--- config.mk ---
export PLATFORM = sky130hd
export DESIGN_NAME = agc_peak_ctrl
export DESIGN_NICKNAME = d
export VERILOG_FILES = /design/src/rtl/agc_peak_ctrl.sv
export SDC_FILE = /design/constraint.sdc
export NUM_CORES = 1
export LEC_CHECK = 0
export ABC_AREA = 1
export CAP_MARGIN = 30
export CORE_MARGIN = 4
export CORE_UTILIZATION = 30
export DETAILED_ROUTE_END_ITERATION = 6
export SKIP_LAST_GASP = 1
export SYNTH_ARGS = -nofsm -noshare
export SYNTH_HDL_FRONTEND = slang
export SYNTH_SLANG_ARGS = --single-unit
--- constraint.sdc ---
create_clock -name clk -period 5.48 [get_ports clk]
set_clock_uncertainty 0.2 [all_clocks]
set_input_delay 0.548 -clock clk [delete_from_list [all_inputs] [get_ports clk]]
set_output_delay 0.548 -clock clk [all_outputs]
set_load 0.01 [all_outputs]
--- src/rtl/agc_peak_ctrl.sv ---
// Peak-detecting AGC loop controller: measures a window peak, then requests gain up/down until in range.
// Optional AGC_CLIP_FAST_EN: a full-scale valid sample ends the measurement window immediately.
module agc_peak_ctrl #(
  parameter int DATA_W     = 8,
  parameter int WIN_LEN    = 64,
  parameter int SETTLE_CYC = 16,
  parameter int HI_TH      = 100,
  parameter int LO_TH      = 40
) (
  input  logic              clk,
  input  logic              RESET,
  input  logic              enable,
  input  logic              sample_valid,
  input  logic [DATA_W-1:0] sample,
  input  logic              search_done,
  output logic              adjust,
  output logic              up_dn,
  output logic              locked,
  output logic [DATA_W-2:0] peak_out
);

  typedef enum logic [2:0] {
    IDLE    = 3'd0,
    MEASURE = 3'd1,
    DECIDE  = 3'd2,
    ADJUST  = 3'd3,
    SETTLE  = 3'd4,
    LOCKED  = 3'd5
  } state_t;

  localparam logic [15:0]       WIN_LAST    = 16'(WIN_LEN - 1);
  localparam logic [15:0]       SETTLE_LAST = 16'(SETTLE_CYC - 1);
  localparam logic [DATA_W-2:0] HI_V        = (DATA_W-1)'(HI_TH);
  localparam logic [DATA_W-2:0] LO_V        = (DATA_W-1)'(LO_TH);

  state_t            r_state;
  logic [DATA_W-2:0] r_peak;
  logic [15:0]       r_win_cnt;
  logic [15:0]       r_settle_cnt;
  logic              r_adjust;
  logic              r_up_dn;
  logic              r_locked;
  logic [DATA_W-2:0] r_peak_out;

  logic [DATA_W-1:0] w_neg;
  logic [DATA_W-2:0] w_mag;
  logic [DATA_W-2:0] w_peak_new;
  logic              w_win_end;

  // Magnitude saturates so the most negative code maps to full scale
  always_comb begin
    w_neg = ~sample + 1'b1;
    if (!sample[DATA_W-1])
      w_mag = sample[DATA_W-2:0];
    else if (sample[DATA_W-2:0] == '0)
      w_mag = '1;
    else
      w_mag = w_neg[DATA_W-2:0];
    w_peak_new = (w_mag > r_peak) ? w_mag : r_peak;
`ifdef AGC_CLIP_FAST_EN
    w_win_end = (r_win_cnt == WIN_LAST) || (w_mag == '1);
`else
    w_win_end = (r_win_cnt == WIN_LAST);
`endif
  end

  always_ff @(posedge clk) begin
    if (RESET) begin
      r_state      <= IDLE;
      r_peak       <= '0;
      r_win_cnt    <= '0;
      r_settle_cnt <= '0;
      r_adjust     <= 1'b0;
      r_up_dn      <= 1'b0;
      r_locked     <= 1'b0;
      r_peak_out   <= '0;
    end else begin
      r_adjust <= 1'b0;
      r_locked <= 1'b0;
      if (!enable) begin
        r_state <= IDLE;
      end else begin
        case (r_state)
          IDLE: begin
            r_state   <= MEASURE;
            r_peak    <= '0;
            r_win_cnt <= '0;
          end
          MEASURE: begin
            if (sample_valid) begin
              r_peak    <= w_peak_new;
              r_win_cnt <= r_win_cnt + 16'd1;
              if (w_win_end) begin
                r_state    <= DECIDE;
                r_peak_out <= w_peak_new;
              end
            end
          end
          DECIDE: begin
            if (r_peak > HI_V) begin
              r_up_dn  <= 1'b0;
              r_adjust <= 1'b1;
              r_state  <= ADJUST;
            end else if (r_peak < LO_V) begin
              r_up_dn  <= 1'b1;
              r_adjust <= 1'b1;
              r_state  <= ADJUST;
            end else begin
              r_locked <= 1'b1;
              r_state  <= LOCKED;
            end
          end
          ADJUST: begin
            r_state      <= SETTLE;
            r_settle_cnt <= '0;
          end
          SETTLE: begin
            // search_done only matters on the final settle cycle
            if (r_settle_cnt == SETTLE_LAST) begin
              if (search_done) begin
                r_locked <= 1'b1;
                r_state  <= LOCKED;
              end else begin
                r_state   <= MEASURE;
                r_peak    <= '0;
                r_win_cnt <= '0;
              end
            end else begin
              r_settle_cnt <= r_settle_cnt + 16'd1;
            end
          end
          LOCKED: begin
            r_locked <= 1'b1;
          end
          default: r_state <= IDLE;
        endcase
      end
    end
  end

  assign adjust   = r_adjust;
  assign up_dn    = r_up_dn;
  assign locked   = r_locked;
  assign peak_out = r_peak_out;

endmodule
==> results.txt <==
For this design the top-level I/O count stands at 23. The most frequent standard cell in the layout excluding fill and tap cells is sky130_fd_sc_hd__nand2_1. The worst hold path belongs to the class reg -> reg.

The synthesized area per cell came out at 6.30 µm². The startpoint class of the critical path is a primary input. In this run the core area contains 40 standard-cell rows. The worst setup path is captured at a register.

The critical path runs through a total of 18 cells. The post-synthesis sequential element count came out at between 50 and 60. The starting density of the core is between 30% and 40%. The gate count after technology mapping is between 500 and 600.

The top cell types in the final layout, fill and taps aside, are sky130_fd_sc_hd__nand2_1 (154), sky130_fd_sc_hd__nor2_1 (84), sky130_fd_sc_hd__inv_1 (72). On the worst path, the slowest cell contributes a delay of about 500 ps. The total negative slack for setup checks is 0 ps. The horizontal die dimension came out at 118 µm.

The worst-case hold slack came out at 277 ps. The number of antenna violations at the first check in global routing is 0. Before antenna repair, the detailed router went through 4 iterations.

The flow ran to the end, and the final reports show no timing, DRC or antenna violations. The biggest fanout along the worst timing path came out at 6. The layout cell share with drive strength beyond 1 is between 10% and 20%.

The buffer type at the clock tree root is sky130_fd_sc_hd__clkbuf_16. The netlist uses 33 different library cells. The antenna cell count is 0.

The largest net degree at the start of global routing is 38. The max-cap check violation count came out at 0. The timing-limited maximum frequency came out at 311 MHz. The floorplan die height came out at about 120 µm.

For the pin with the worst max-slew slack, the measured transition is roughly 800 ps. The power density relative to cell area is roughly 210 nW/µm². The floorplan step defined a die boundary enclosing roughly 14000 µm². The total power is between 800 and 900 µW. Summing every instance area after synthesis gives approximately 3700 µm². The worst slew slack as a fraction of its limit came out at between 40% and 50%. The number of setup buffers added after CTS came out at 0.

The wire-length estimate of the detail-placed layout is 6500 µm. Dividing the detail-routed via count by the number of cells gives 4.71. Setup violations remaining at the end of the flow were counted as 0.

Sequential elements use roughly 29% of the synthesized area. Among cell families on the critical path, the largest total delay comes from simple AND/OR/NAND/NOR gates. The clock tree from TritonCTS is yes. The global-route wire length before repair came out at about 15000 µm. The overall track demand over capacity in global routing is 12.5%. Summing all non-filler instances in the final layout gives an area of approximately 4100 µm². The number of design-rule violations left by the first detailed-router iteration came out at 314. Tracing the worst setup path back leads to its startpoint at sample[0].

The number of cells on the worst reg-to-reg path is 7. The hold-fix buffer count after cts is 0. The worst-case IR drop observed on VDD is ~140 µV. The placeable core region came out at 12000 µm². Subtracting the final worst setup slack from the clock period gives 3220 ps. The slowest stage of the critical path is the sky130_fd_sc_hd__clkdlybuf4s50_1 cell. Port buffering added 22 buffers. The final count of pins violating max slew is 0. For this block, the routed nets add up to between 8000 and 9000 µm of wire.

Setup repair after global routing left no endpoint under its margin. The leakage power came out at ~0.0016 µW. The reg-to-reg startpoint is r_state[1].

The CTS H-tree depth came out at 2. The register-to-register path setup slack is between 3000 and 4000 ps. The critical path start-end classification is in -> reg. The clock passes through at most 2 buffers. The post-route fraction of the period consumed by the critical path came out at slightly below 60%. The number of sinks handled by clock tree synthesis came out at 52. The total cell area at the placement stage came out at ~4000 µm². The congestion estimate from routability-driven global placement came to between 0.8 and 0.9. The final net count came out at 618. The via count of the routed design came out at around 3.5k. The clock buffer count from CTS came out at 5.

Following the worst setup path forward leads to its endpoint at peak_out[2]. In this run the remaining antenna-violating nets after routing total 0. The residual DRC count came out at 0. Synthesis produced a netlist with a net count of 603. Data on the critical path is required at its endpoint by around 5500 ps. The clock-pin slew reported for the worst setup and hold paths after clock tree synthesis is ~70 ps.

By instance count, the cell type seen most on the critical path is sky130_fd_sc_hd__nand2_1. The arrival time at the worst endpoint is approximately 3200 ps. The clock latency on the worst-skew pair is about 290 ps.

The number of hold violations in the final report is 0. The number of instances resized during post-cts repair is 0. Walking the worst path, the cells encountered are clkdlybuf4s50_1 > inv_1 > ha_1 > nand4_1 > nand2_1 > nor2_1 > inv_1 > ha_1 > nand2_1 > inv_1 > a21oi_1 > nand2_1 > nand2_1 > nand2_1 > nand2_1 > nand2_1 > nand2_1 > inv_1.

The area added between synthesis and finish came out at 13.2%. The number of warning messages in the yosys log came out at 0. The capturing point of the worst reg2reg path is peak_out[1]. The via count of the first global-routing pass is 3366. Counting both buffers and inverters, the worst setup path holds a total of 5. The overflow left after global routing came out at 0. The average wire length per cell after detail routing came out at roughly 12 µm.
cells in the mapped netlist (all sizes together):
cell type  number  area share, %
buf             9            2.2
dfxtp          52             29
a21oi          49            8.7
nor3           13            2.1
xor2           13            3.1
clkinv          2           0.27
clkbuf          6           0.62
nand4          11            2.1
nand2         178             20
xnor2           3           0.72
nor2           90            9.9
inv            79            8.1
ha             10            3.4
nand2b          1           0.17
and2            2           0.34
nand3          48            7.3
a31oi           1           0.17
nand3b          4           0.82
o21ai           9            1.2
worst min path at each step:
stage	start	end	slack, ps	cells past startpoint
4_1_cts	up_dn	up_dn	280	2
6_report	up_dn	up_dn	280	2
3_3_place_gp	up_dn	up_dn	260	2
2_1_floorplan	r_peak[4]	r_peak[4]	250	2
5_1_grt	r_peak[1]	r_peak[1]	300	2
3_5_place_dp	up_dn	up_dn	260	2
power breakdown:
part,switching [µW],internal (µW),leakage [µW]
logic,81.1,37.6,0.00108
registers,3.55,381,0.000419
clock network,142,215,0.0000798
tightest hold or removal path, delay by kind of cell, from the launching register on:
family / cells / cell delay (ps)
buffers and inverters: 1 / 50
flip-flops: 1 / 330
AO/OA/AOI/OAI: 1 / 50
final cells by class:
type	instances	area [µm²]
Clock inverter	3	42.5
Tap cell	147	184
Inverter	81	307
Sequential cell	52	1040
Timing Repair Buffer	23	235
Clock buffer	5	125
Fill cell	1308	7830
Multi-Input combinational cell	432	2200
cells by family after synthesis:
logic type,count (synthesis),share of synthesized area [%]
adders and majority gates,10,3.43
and+or+nand+nor,347,42.9
DFF,52,28.5
xor gates and xnor gates,16,3.84
buffers and inverters,96,11.2
AOI/OAI and AO/OA,59,10.1
layer usage:
metal	GRT usage (%)	share of wire, %	vias to the layer above
li1	-	-	1842
met1	15.6	47	1614
met2	22.3	49	42
met3	2.44	2.8	4
met4	2.64	0.66	0
met5	0	0	-
per-stage QoR:
| stage | std cells | setup slack [ps] | util [%] |
|---|---|---|---|
| 2_1_floorplan | 580 | 2890 | - |
| 3_3_place_gp | 734 | 2010 | 33.0 |
| 3_5_place_dp | 735 | 1980 | 33.2 |
| 4_1_cts | 743 | 2290 | 34.6 |
| 5_1_grt | 743 | 1930 | 34.6 |
| 6_report | 743 | 2260 | 34.6 |
registers in the layout (all words and copies together), names as in the netlist:
signal,count
up_dn,1
r_peak,7
r_settle_cnt,16
r_state,3
locked,1
peak_out,7
adjust,1
r_win_cnt,16
(Power assumes the default switching activity.)
==> patch 1: new RTL, same settings <==
`DATA_W`: 8 -> 10.
--- a/src/rtl/agc_peak_ctrl.sv
+++ b/src/rtl/agc_peak_ctrl.sv
@@ -1,7 +1,7 @@
 // Peak-detecting AGC loop controller: measures a window peak, then requests gain up/down until in range.
 // Optional AGC_CLIP_FAST_EN: a full-scale valid sample ends the measurement window immediately.
 module agc_peak_ctrl #(
-  parameter int DATA_W     = 8,
+  parameter int DATA_W     = 10,
   parameter int WIN_LEN    = 64,
   parameter int SETTLE_CYC = 16,
   parameter int HI_TH      = 100,
Interface: changed (resized peak_out and sample); port bits go from 23 to 27. No check against the original RTL was run, so the function may have changed too.
==> patch 1 against the unedited design <==
- synthesized cell count is 9.8% higher
- non-clock buffer count is 3 higher
- wire length is 4.2% higher
- sequential share of layout area is 0.41 points higher
- count of clock-buffer cells in the layout stayed put
- register-to-register slack better by 0.10 ns
- combinational power is 6% lower
- total power is 0.80% lower
- utilization is 0.15 points higher
- sequential cell count is 4 higher
- area after synthesis is 5.5% higher
- final area is 6.0% higher
- global-route usage is 0.18 points higher
- worst setup slack worse by 0.26 ns
==> patch 1: results (changes against the unedited design) <==
[sta]
max_slew_margin_pct=39.08  ; -7.5 points

[synthesis]
yosys_warnings=0  ; unchanged
async_flop_share_pct=0  ; unchanged
synthTopCellsByArea=dfxtp_1, nand2_1, inv_1
seq_area_frac_synth_pct=29.09  ; +0.59 points
syn_inst=637  ; +9.8%
synth_cell_types=33  ; unchanged
synthFlopType=dfxtp_1
synthTopCellsByCount=nand2_1, inv_1, nor2_1
synth_nets=664  ; +10%

[outcome]
status=finished clean

[layout]
reg.largest.list=r_settle_cnt: 16 flops, r_win_cnt: 16 flops
num_antenna_cells=0  ; unchanged
fin_nets=682  ; +10%
num-fill-cells=1401  ; +7.1%
drive_above_1_share_pct=4.878  ; -7.7 points

[grt]
grt_max_degree=46  ; +21%
track_usage_pct=12.67  ; +0.18 points
antenna_found_initial=0  ; unchanged
grt_pass1_vias=3313  ; -1.6%
grt_pass1_wl_um=15500  ; +3.3%

[placement]
gp_congestion=0.8758  ; +2.3%
dpl_cell_area_um2=4235  ; +6.7%
dp_slack_ns=1.718  ; -0.2666 ns
hpwl_um=6745  ; +3.7%
portBuffers=26  ; +18%
dp.cells=820  ; +12%

[drt]
routedWlPerCell_um=10.83  ; -6.5%
drt-total-wl_um=8964  ; +4.2%
firstDrtPassIters=4  ; unchanged
drt_iter0_drc=304  ; -3.2%
vias_per_cell=4.479  ; -5.0%

[clock_network]
cts_resized=0  ; unchanged
clk_path_buf_depth=2  ; unchanged
h-tree-depth=2  ; unchanged
cts-buffers-inserted=5  ; unchanged
clockRootBuffer=clkbuf_16
clkLatencyLatePin_ns=0.31  ; +0.02 ns
clkTransAtPathRegs_ns=0.07  ; about the same
post_cts_buffers=0  ; unchanged

[critical_path]
crit_family=simple AND/OR/NAND/NOR gates
worstPathMaxFanout=9  ; +3
worstPathArrival_ns=3.47  ; +0.26 ns
cp_slowest_cell=clkdlybuf4s50_1
slowest_delay_ns=0.49  ; about the same

[pwr]
total_leakage_power_nw=1.750  ; +11%
irDropWorstVdd_uv=125.2  ; -9.2%

[hold_path]
hp-class=reg -> reg

-- patch 1: changes by cell type in the layout (fill, tap and decap cells not counted), sizes merged, moves of 3 or more --
cell	change
dfxtp	+4
xnor2	-3
o21ai	+7
nor3	+9
nand3	+11
nor2	-12
a21oi	+7
inv	+23
clkdlybuf4s50	+4
nand2	+6
nand3b	-3
-- patch 1: layout make-up --
type / count / area [um2] / share of cell area, %
Inverter: 101 / 379.1 / 8.652
Clock buffer: 5 / 125.1 / 2.856
Tap cell: 172 / 215.2 / 4.911
Timing Repair Buffer: 26 / 255.2 / 5.825
Clock inverter: 3 / 21.27 / 0.4854
Multi-Input combinational cell: 465 / 2265 / 51.68
Sequential cell: 56 / 1121 / 25.59
-- patch 1: power by group --
group          internal, W  switching [W]  total, W
registers         0.000409     0.00000228  0.000411
clock network     0.000171       0.000160  0.000331
logic            0.0000368      0.0000748  0.000112
-- patch 1: worst paths after layout --
check / from / endpoint / slack, ns / cells past startpoint
worst min-delay path: up_dn / up_dn / 0.28 / 2
worst min register to register: up_dn / up_dn / 0.28 / 2
worst max-delay path: sample[0] / peak_out[0] / 2.01 / 20
worst max register to register: r_settle_cnt[0] / r_win_cnt[5] / 3.11 / 11
-- patch 1: cell families after synthesis --
kind of cell | share of synthesized area, %
XOR/XNOR | 2.955
AO/OA/AOI/OAI | 10.58
buffers and inverters | 12.14
adder cells (fa/ha/maj) | 3.896
AND/OR/NAND/NOR | 41.33
flip-flops | 29.09
-- patch 1: layer usage --
| metal | vias up | global-route usage, % | routed length [um] |
|---|---|---|---|
| met5 | - | 0 | 0 |
| met4 | 0 | 3.922 | 133 |
| met3 | 11 | 2.238 | 259 |
| met2 | 40 | 19.86 | 4050 |
| met1 | 1600 | 17.70 | 4521 |
| li1 | 2058 | - | - |
==> patch 2: new RTL, config.mk and constraints unchanged <==
Made on the original files. Put one more register stage on the output `peak_out`, without a reset. The value now appears one clock later. The other outputs are not delayed to match.
--- a/src/rtl/agc_peak_ctrl.sv
+++ b/src/rtl/agc_peak_ctrl.sv
@@ -141,6 +141,8 @@
   assign adjust   = r_adjust;
   assign up_dn    = r_up_dn;
   assign locked   = r_locked;
-  assign peak_out = r_peak_out;
+  always_ff @(posedge clk) begin
+    peak_out <= r_peak_out;
+  end
 
 endmodule
Formal check against the unedited RTL: same outputs for any inputs over 10 cycles, from zero or initial values and one cycle with RESET high; that may be too few to reach the edited logic, so the function may still have changed.
==> patch 2 against the unedited design <==
- wire length down 1.4%
- worst setup slack better by 0.081 ns
- clock power increased by 58%
- largest power group is now clock
- maximum frequency up 2.6%
- total power grew 28%
- die area fell by 1.1%
- area after synthesis fell by 1.2%
- final area grew 2.4%
- via count decreased by 1.2%
- sequential cell count grew 7
- worst hold slack lost 0.12 ns
==> patch 2: results (changes against the unedited design) <==
[outcome]
status=finished clean

[critical_path]
rrSetupSlack_ns=3.13  ; +0.12 ns
crit_end=r_peak_out[2]
r2r-end=r_win_cnt[0]
worstReg2RegStart=r_settle_cnt[0]
worstPathArrival_ns=3.16  ; -0.05 ns

[grt]
track_usage_pct=12.85  ; +0.35 points
antenna_found_initial=0  ; unchanged
grt_pass1_vias=3347  ; -0.56%
grt_pass1_wl_um=14980  ; -0.19%
grt_max_degree=46  ; +21%

[pwr]
irDropWorstVdd_uv=129.6  ; -6.0%
total_leakage_power_nw=1.598  ; +1.4%

[placement]
dp.cells=724  ; -1.5%
gp_congestion=0.8717  ; +1.8%
dpl_cell_area_um2=3933  ; -0.88%
hpwl_um=6115  ; -5.9%

[synthesis]
synthTopCellsByArea=dfxtp_1, nand2_1, nor2_1
synth_nets=595  ; -1.3%
avgSynthCellArea_um2=6.311  ; +0.22%

[layout]
fin_nets=615  ; -0.49%
drive_above_1_share_pct=6.030  ; -6.6 points

[drt]
num_vias=3459  ; -1.2%
routedWlPerCell_um=11.46  ; -1.0%
drt_iter0_drc=220  ; -30%
vias_per_cell=4.674  ; -0.83%

[clock_network]
h-tree-depth=3  ; +1
clkLatencyLatePin_ns=0.33  ; +0.04 ns
cts-buffers-inserted=9  ; +4

[sta]
max_slew_margin_pct=64.05  ; +17 points

-- patch 2: changes by cell type after synthesis, sizes merged, moves of 3 or more --
cell / before / now
nand3: 48 / 42
dfxtp: 52 / 59
a21oi: 49 / 54
inv: 79 / 71
nor3b: 0 / 3
nor2: 90 / 87
nand2: 178 / 175
-- patch 2: stage by stage --
stage                     power [W]  setup WS [ns]  util [%]
final                      0.001104          2.345     36.46
after global routing       0.001157          2.067     36.46
after CTS                  0.001117          2.345     36.46
after detailed placement  0.0005506          2.008     33.86
after global placement    0.0005492          2.068     33.86
after floorplan           0.0005237          2.902         -
-- patch 2: power breakdown --
group | switching, W | internal (W)
clock network | 0.000210 | 0.000354
registers | 0.00000390 | 0.000432
logic | 0.0000701 | 0.0000344
-- patch 2: cells by family after synthesis --
| logic type | after synthesis | share of synthesized area (%) |
|---|---|---|
| and+or+nand+nor | 335 | 40.87 |
| buffers and inverters | 86 | 9.844 |
| AOI/OAI and AO/OA | 67 | 9.463 |
| DFF | 59 | 32.72 |
| xor gates and xnor gates | 15 | 3.640 |
| adders and majority gates | 10 | 3.466 |
-- patch 2: cell type report --
cell class / count / area (um2)
Clock inverter: 7 / 76.32
Clock buffer: 9 / 225.2
Fill cell: 1244 / 7380
Sequential cell: 59 / 1181
Tap cell: 143 / 178.9
Timing Repair Buffer: 23 / 227.7
Inverter: 72 / 271.5
Multi-Input combinational cell: 427 / 2073
-- patch 2: worst min path at each step --
stage	from	end	depth (start not counted)	slack, ns
finish	r_peak_out[5]	peak_out[5]	0	0.15
global route	r_peak_out[0]	peak_out[0]	0	0.16
CTS	r_peak_out[4]	peak_out[4]	0	0.16
detailed placement	r_peak_out[4]	peak_out[4]	0	0.14
global placement	r_peak_out[3]	peak_out[3]	0	0.14
floorplan	r_peak_out[0]	peak_out[0]	0	0.13
-- patch 2: per-layer routing --
layer	up-vias	share of wire, %	GRT usage [%]
met1	1540	48	15.77
met4	0	1.6	5.934
met5	-	0	0
met2	57	46	21.20
li1	1852	-	-
met3	10	3.6	3.123
-- patch 2: critical path: stages --
cell	delay, ns
clkdlybuf4s50_1	0.48
inv_1	0.06
ha_1	0.23
nand4_1	0.21
nand2_1	0.08
nor2_1	0.16
inv_1	0.06
ha_1	0.26
nand2_1	0.09
inv_1	0.04
a21oi_1	0.24
nand2_1	0.13
nand2_1	0.20
nand2_1	0.11
nand2_1	0.08
nand2_1	0.06
nand2_1	0.06
inv_1	0.04
